--- src/rtl/afifo_pkg.sv ---
// Shared types and pointer-coding helpers for the asynchronous FIFO.
// Used by both the read-side and write-side pointer blocks.
// The Gray helpers work on a wide vector. A narrower pointer is zero-extended
// on the way in and truncated on the way out. Gray and binary coding both
// leave zero-extension intact, so the result is exact for any width up to
// AFIFO_PTR_MAX_W.
package afifo_pkg;

  localparam int AFIFO_ADDRSIZE  = 4;
  localparam int AFIFO_PTR_MAX_W = 16;

  typedef logic [AFIFO_ADDRSIZE:0]    afifo_ptr_t;
  typedef logic [AFIFO_PTR_MAX_W-1:0] afifo_wide_t;

  function automatic afifo_wide_t bin2gray(input afifo_wide_t bin);
    return (bin >> 1) ^ bin;
  endfunction

  function automatic afifo_wide_t gray2bin(input afifo_wide_t gray);
    afifo_wide_t bin;
    for (int i = 0; i < AFIFO_PTR_MAX_W; i++) begin
      bin[i] = ^(gray >> i);
    end
    return bin;
  endfunction

endpackage

--- src/rtl/afifo_gray2bin.sv ---
// Combinational Gray-to-binary decoder.
// Each binary bit is the XOR of all Gray bits at or above its position.
module afifo_gray2bin #(
  parameter int W = 5
) (
  input  logic [W-1:0] gray_i,
  output logic [W-1:0] bin_o
);

  // A reduction per bit, so no bit-to-bit combinational chain
  for (genvar i = 0; i < W; i++) begin : g_bit
    assign bin_o[i] = ^(gray_i >> i);
  end

endmodule

--- src/rtl/afifo_rptr_status.sv ---
// Read-domain pointer and status controller for the asynchronous FIFO.
// It owns the read pointer and produces registered empty, almost-empty and
// read-side level from the synchronised write pointer.
// Optional feature: AFIFO_RD_UNDERFLOW_EN enables the sticky underflow flag.
// When it is undefined, underflow_o is tied low and no flop is built.
module afifo_rptr_status
  import afifo_pkg::*;
#(
  parameter int ADDRSIZE = AFIFO_ADDRSIZE
) (
  input  logic                rclk_i,
  input  logic                rrst_n_i,
  input  logic                ren_i,
  input  logic [ADDRSIZE:0]   wptr_gray_sync_i,
  input  logic [ADDRSIZE:0]   ae_thresh_i,
  input  logic                underflow_clr_i,
  output logic                rd_en_o,
  output logic [ADDRSIZE-1:0] rd_addr_o,
  output logic [ADDRSIZE:0]   rptr_gray_o,
  output logic                fifo_empty_o,
  output logic                fifo_almost_empty_o,
  output logic [ADDRSIZE:0]   rd_level_o,
  output logic                underflow_o
);

  localparam int PW = ADDRSIZE + 1;

  logic [PW-1:0] wbin_sync;
  logic          accept;
  logic [PW-1:0] rbin_q,  rbin_d;
  logic [PW-1:0] rgray_q, rgray_d;
  logic [PW-1:0] level_q, level_d;
  logic          empty_q, empty_d;
  logic          aempty_q, aempty_d;

  afifo_gray2bin #(.W(PW)) u_wptr_g2b (
    .gray_i (wptr_gray_sync_i),
    .bin_o  (wbin_sync)
  );

  assign accept = ren_i & ~empty_q;

  // Next pointer and status. Status is computed from the post-read pointer,
  // so a read on this edge is already reflected in the flags.
  always_comb begin
    rbin_d   = rbin_q + PW'(accept);
    rgray_d  = PW'(bin2gray(afifo_wide_t'(rbin_d)));
    level_d  = wbin_sync - rbin_d;
    empty_d  = (rgray_d == wptr_gray_sync_i);
    aempty_d = (level_d <= ae_thresh_i);
  end

  // Pointer and status registers; the FIFO reads empty out of reset
  always_ff @(posedge rclk_i or negedge rrst_n_i) begin
    if (!rrst_n_i) begin
      rbin_q   <= '0;
      rgray_q  <= '0;
      level_q  <= '0;
      empty_q  <= 1'b1;
      aempty_q <= 1'b1;
    end else begin
      rbin_q   <= rbin_d;
      rgray_q  <= rgray_d;
      level_q  <= level_d;
      empty_q  <= empty_d;
      aempty_q <= aempty_d;
    end
  end

`ifdef AFIFO_RD_UNDERFLOW_EN
  logic underflow_q, underflow_d;

  // Sticky underflow; a new underflow wins over a coincident clear
  always_comb begin
    underflow_d = underflow_q;
    if (underflow_clr_i) underflow_d = 1'b0;
    if (ren_i & empty_q) underflow_d = 1'b1;
  end

  // Underflow flag register
  always_ff @(posedge rclk_i or negedge rrst_n_i) begin
    if (!rrst_n_i) underflow_q <= 1'b0;
    else           underflow_q <= underflow_d;
  end

  assign underflow_o = underflow_q;
`else
  logic unused_underflow_clr;
  assign unused_underflow_clr = underflow_clr_i;
  assign underflow_o          = 1'b0;
`endif

  assign rd_en_o             = accept;
  assign rd_addr_o           = rbin_q[ADDRSIZE-1:0];
  assign rptr_gray_o         = rgray_q;
  assign fifo_empty_o        = empty_q;
  assign fifo_almost_empty_o = aempty_q;
  assign rd_level_o          = level_q;

endmodule

--- config.mk ---
export PLATFORM = sky130hd
export DESIGN_NAME = afifo_rptr_status
export DESIGN_NICKNAME = d
export VERILOG_FILES = /design/src/rtl/afifo_pkg.sv /design/src/rtl/afifo_gray2bin.sv /design/src/rtl/afifo_rptr_status.sv
export SDC_FILE = /design/constraint.sdc
export NUM_CORES = 1
export LEC_CHECK = 0
export BUFFER_PORTS_ARGS = -buffer_cell sky130_fd_sc_hd__buf_2
export CAP_MARGIN = 30
export CORE_AREA = 2 2 62 64
export DETAILED_ROUTE_END_ITERATION = 8
export DIE_AREA = 0 0 64 66
export GPL_ROUTABILITY_DRIVEN = 0
export SLEW_MARGIN = 20
export SYNTH_ARGS = -nofsm -noshare
export SYNTH_HDL_FRONTEND = slang
export SYNTH_HIERARCHICAL = 1
export SYNTH_SLANG_ARGS = --single-unit
--- constraint.sdc ---
create_clock -name rclk_i -period 2.7 [get_ports rclk_i]
set_input_delay 0.405 -clock rclk_i [delete_from_list [all_inputs] [get_ports rclk_i]]
set_output_delay 0.405 -clock rclk_i [all_outputs]
set_load 0.02 [all_outputs]
==> key figures <==
Critical path
  • Reg2Reg Depth: 10
  • Crit. path cell count: 10
  • RR Startpoint: fifo_empty_o
  • Crit-path slowest cell: dfstp_2
  • Flop-to-flop setup slack: 100 ps
  • Crit path to: fifo_almost_empty_o
  • Worst setup EP type: flip-flop
  • Worst R2R End: fifo_almost_empty_o
  • Top delay family on crit path: adder cells
  • CP Cell Sequence: and3b_2 -> ha_4 -> xnor2_2 -> ha_2 -> ha_1 -> nor2b_1 -> o21a_1 -> o21a_1 -> o21a_1 -> o22ai_2
  • CP Class: flip-flop to flip-flop
  • CP Data Arrival Time: between 2000 and 3000 ps
  • Most used cell along the critical path: o21a_1
  • Worst EP required: between 2000 and 3000 ps
  • CP startpoint kind: flip-flop
  • CP bufs+invs: 0
  • Critical path fanouts, max: 4
  • CP peak stage delay: between 500 and 600 ps
  • Critical Path Start: fifo_empty_o

Run
  • Max-cap viol count: 0

Routing
  • DRC violations left: 0
  • Routed WL per cell: 10.5 um
  • Vias: 770
  • Post-detailed-route count of antenna-violating nets: 0
  • DR vias/cell: 4.14
  • DRT iter0 DRCs: 5
  • Total iterations of the first detailed-routing run: 2
  • Total wire length: 1950 um

Clock tree
  • TritonCTS Buffers: 3
  • Clock transition at path regs: around 90 ps
  • H-tree depth: 1
  • Worst skew pair latency: ~280 ps
  • CTS tree: built
  • Clock root cell: clkbuf_4
  • Maximum root-to-sink buffer count: 2
  • Hold buffer count at CTS: 0
  • Clk sinks: 16

Floorplan
  • Die X: 64 um
  • Die Height: 66 um
  • # rows: 22
  • CORE AREA: between 0.003 and 0.004 sq mm
  • Die ar.: 0.00422 sq mm
  • Initial core utilization: 28.9%
  • I/O Pins: 32

Logic synthesis
  • Yosys reg bits: 16
  • Post-Syn Area: between 0.001 and 0.0015 sq mm
  • Synth warn: 6
  • Cells after Synth: 92
  • Top_reg_cell synth: dfrtp_1
  • Async S/R FF share, synth: 100%
  • Post-synth EDFFs: 0
  • Syn Nets: 115
  • Yosys cell types: 29
  • Register area share after synthesis: between 30% and 40%
  • Syn Area/Cell: between 10 and 15 sq um

Final layout
  • N_diodes: 0
  • Layout cells sized above 1: 47.1%
  • Post-layout util: 40.2%
  • Fin area: roughly 0.0014 sq mm
  • Post-Layout Cell Count: 186
  • FF/Latch Area: a little over 400 sq um
  • Filler cells: between 300 and 400
  • Most frequent cells in the layout: 29 x buf_2, 16 x buf_4, 14 x dfrtp_1
  • Footprint of the multi-input gates: 624 sq um
  • Fin nets: 162
  • P&R area growth vs syn: 38.9%
  • Leading cell type in the layout, fill and taps excluded: buf_2

Placed design
  • DP Cell Count: 180
  • # port buffers: 29
  • Post-DP HPWL: ~1600 um
  • Post-DP Area: 0.00132 sq mm

GRT
  • Initial antenna violation count: 0
  • Largest net degree at the start of global routing: 17
  • Number of global-route vias before repair: 792
  • Overflow after GRT: 0
  • First-pass GRT wire length: 3190 um
  • Total GRT Usage: roughly 9.8%

STA
  • Setup violators final: 0
  • Fin. Hold Viols: 0
  • Max Slew Vio Count: 0
  • Min Tclk post-route: 2600 ps
  • Clock skew: 2.26 ps
  • Max Freq: around 0.38 GHz
  • Fin crit share: 96.3%

Pwr
  • PwrDens: between 1500 and 2000 mW/mm^2
  • P_leak: ~0.00068 uW
  • Worst vdd ir: 338 uV

Run status
  • Status: finished, final reports clean

Hold path
  • Min-Delay Path Class: primary input to asynchronous set/reset pin
[report_power, final]
group / leakage (uW) / internal (uW) / switching (uW)
combinational: 0.000477 / 783 / 812
sequential: 0.000185 / 385 / 90.6
clock: 0.0000210 / 82.0 / 71.0
total: 0.000683 / 1250 / 974
[cell type report]
class | count | area share (%)
multi-input combinational | 63 | 43.8
sequential | 16 | 28.2
clock buffer | 4 | 2.54
timing repair buffer | 45 | 18.6
tap | 48 | 4.21
inverter | 10 | 2.63
[logic make-up after synthesis]
logic type                 count (synthesis)  share of synthesized area (%)
xor gates and xnor gates                  25                           25.2
and+or+nand+nor                           19                           10.4
DFF                                       16                           39.2
buffers and inverters                     13                           6.21
adders and majority gates                 10                           11.9
AOI/OAI and AO/OA                          7                           5.73
other                                      1                          0.365
muxes                                      1                          0.974
[layer usage]
layer	vias to the layer above	track usage, %	part of all wire [%]
met5	-	0	0
met3	2	1.02	3.5
met1	363	11.7	45
met4	0	5.71	1.7
met2	16	16.9	50
li1	389	-	-
[flip-flops by register name, indices dropped and copies added, names as in the netlist]
register / cells
rbin_q: 5
fifo_empty_o: 1
fifo_almost_empty_o: 1
rd_level_o: 5
rptr_gray_o: 4
[cell usage after synthesis, drive strengths merged (2+ instances only)]
| cell | count | area [sq um] |
|---|---|---|
| dfrtp | 14 | 350 |
| xnor2 | 14 | 123 |
| inv | 10 | 37.5 |
| xor2 | 10 | 114 |
| ha | 9 | 113 |
| nor2 | 5 | 18.8 |
| nand3 | 4 | 32.5 |
| buf | 3 | 26.3 |
| nand2 | 3 | 11.3 |
| o21a | 3 | 22.5 |
| a2111oi | 2 | 23.8 |
| dfstp | 2 | 52.6 |
| nor2b | 2 | 12.5 |
| nor3 | 2 | 10.0 |
[worst min path at each step]
stage / to / slack, ps / cells past startpoint / from
3_5_place_dp: rd_level_o[3] / 340 / 1 / rrst_n_i
6_report: rd_level_o[3] / 20 / 1 / rrst_n_i
3_3_place_gp: rd_level_o[4] / 330 / 1 / rrst_n_i
2_1_floorplan: rbin_q[0] / 110 / 0 / rrst_n_i
5_1_grt: rd_level_o[3] / 20 / 1 / rrst_n_i
4_1_cts: rd_level_o[3] / 20 / 1 / rrst_n_i
[metrics by stage]
| step | total power (uW) | TNS (ps) | setup WS (ps) | hold slack, ps |
|---|---|---|---|---|
| floorplan | 1500 | 0 | 29.1 | 109 |
| global placement | 1870 | -109 | -109 | 334 |
| detailed placement | 1900 | -178 | -178 | 338 |
| CTS | 2080 | 0 | 3.93 | 18.4 |
| global route | 2420 | -7.30 | -7.30 | 24.3 |
| finish | 2220 | 0 | 99.1 | 18.3 |
[timing repair]
item | CTS | global route
pin swaps | 0 | 3
setup endpoints to repair | 1 | 2
buffers inserted | 0 | 2
gates resized for setup | 1 | 9
cloned | 0 | 0
Power figures use the tool's default switching activity.
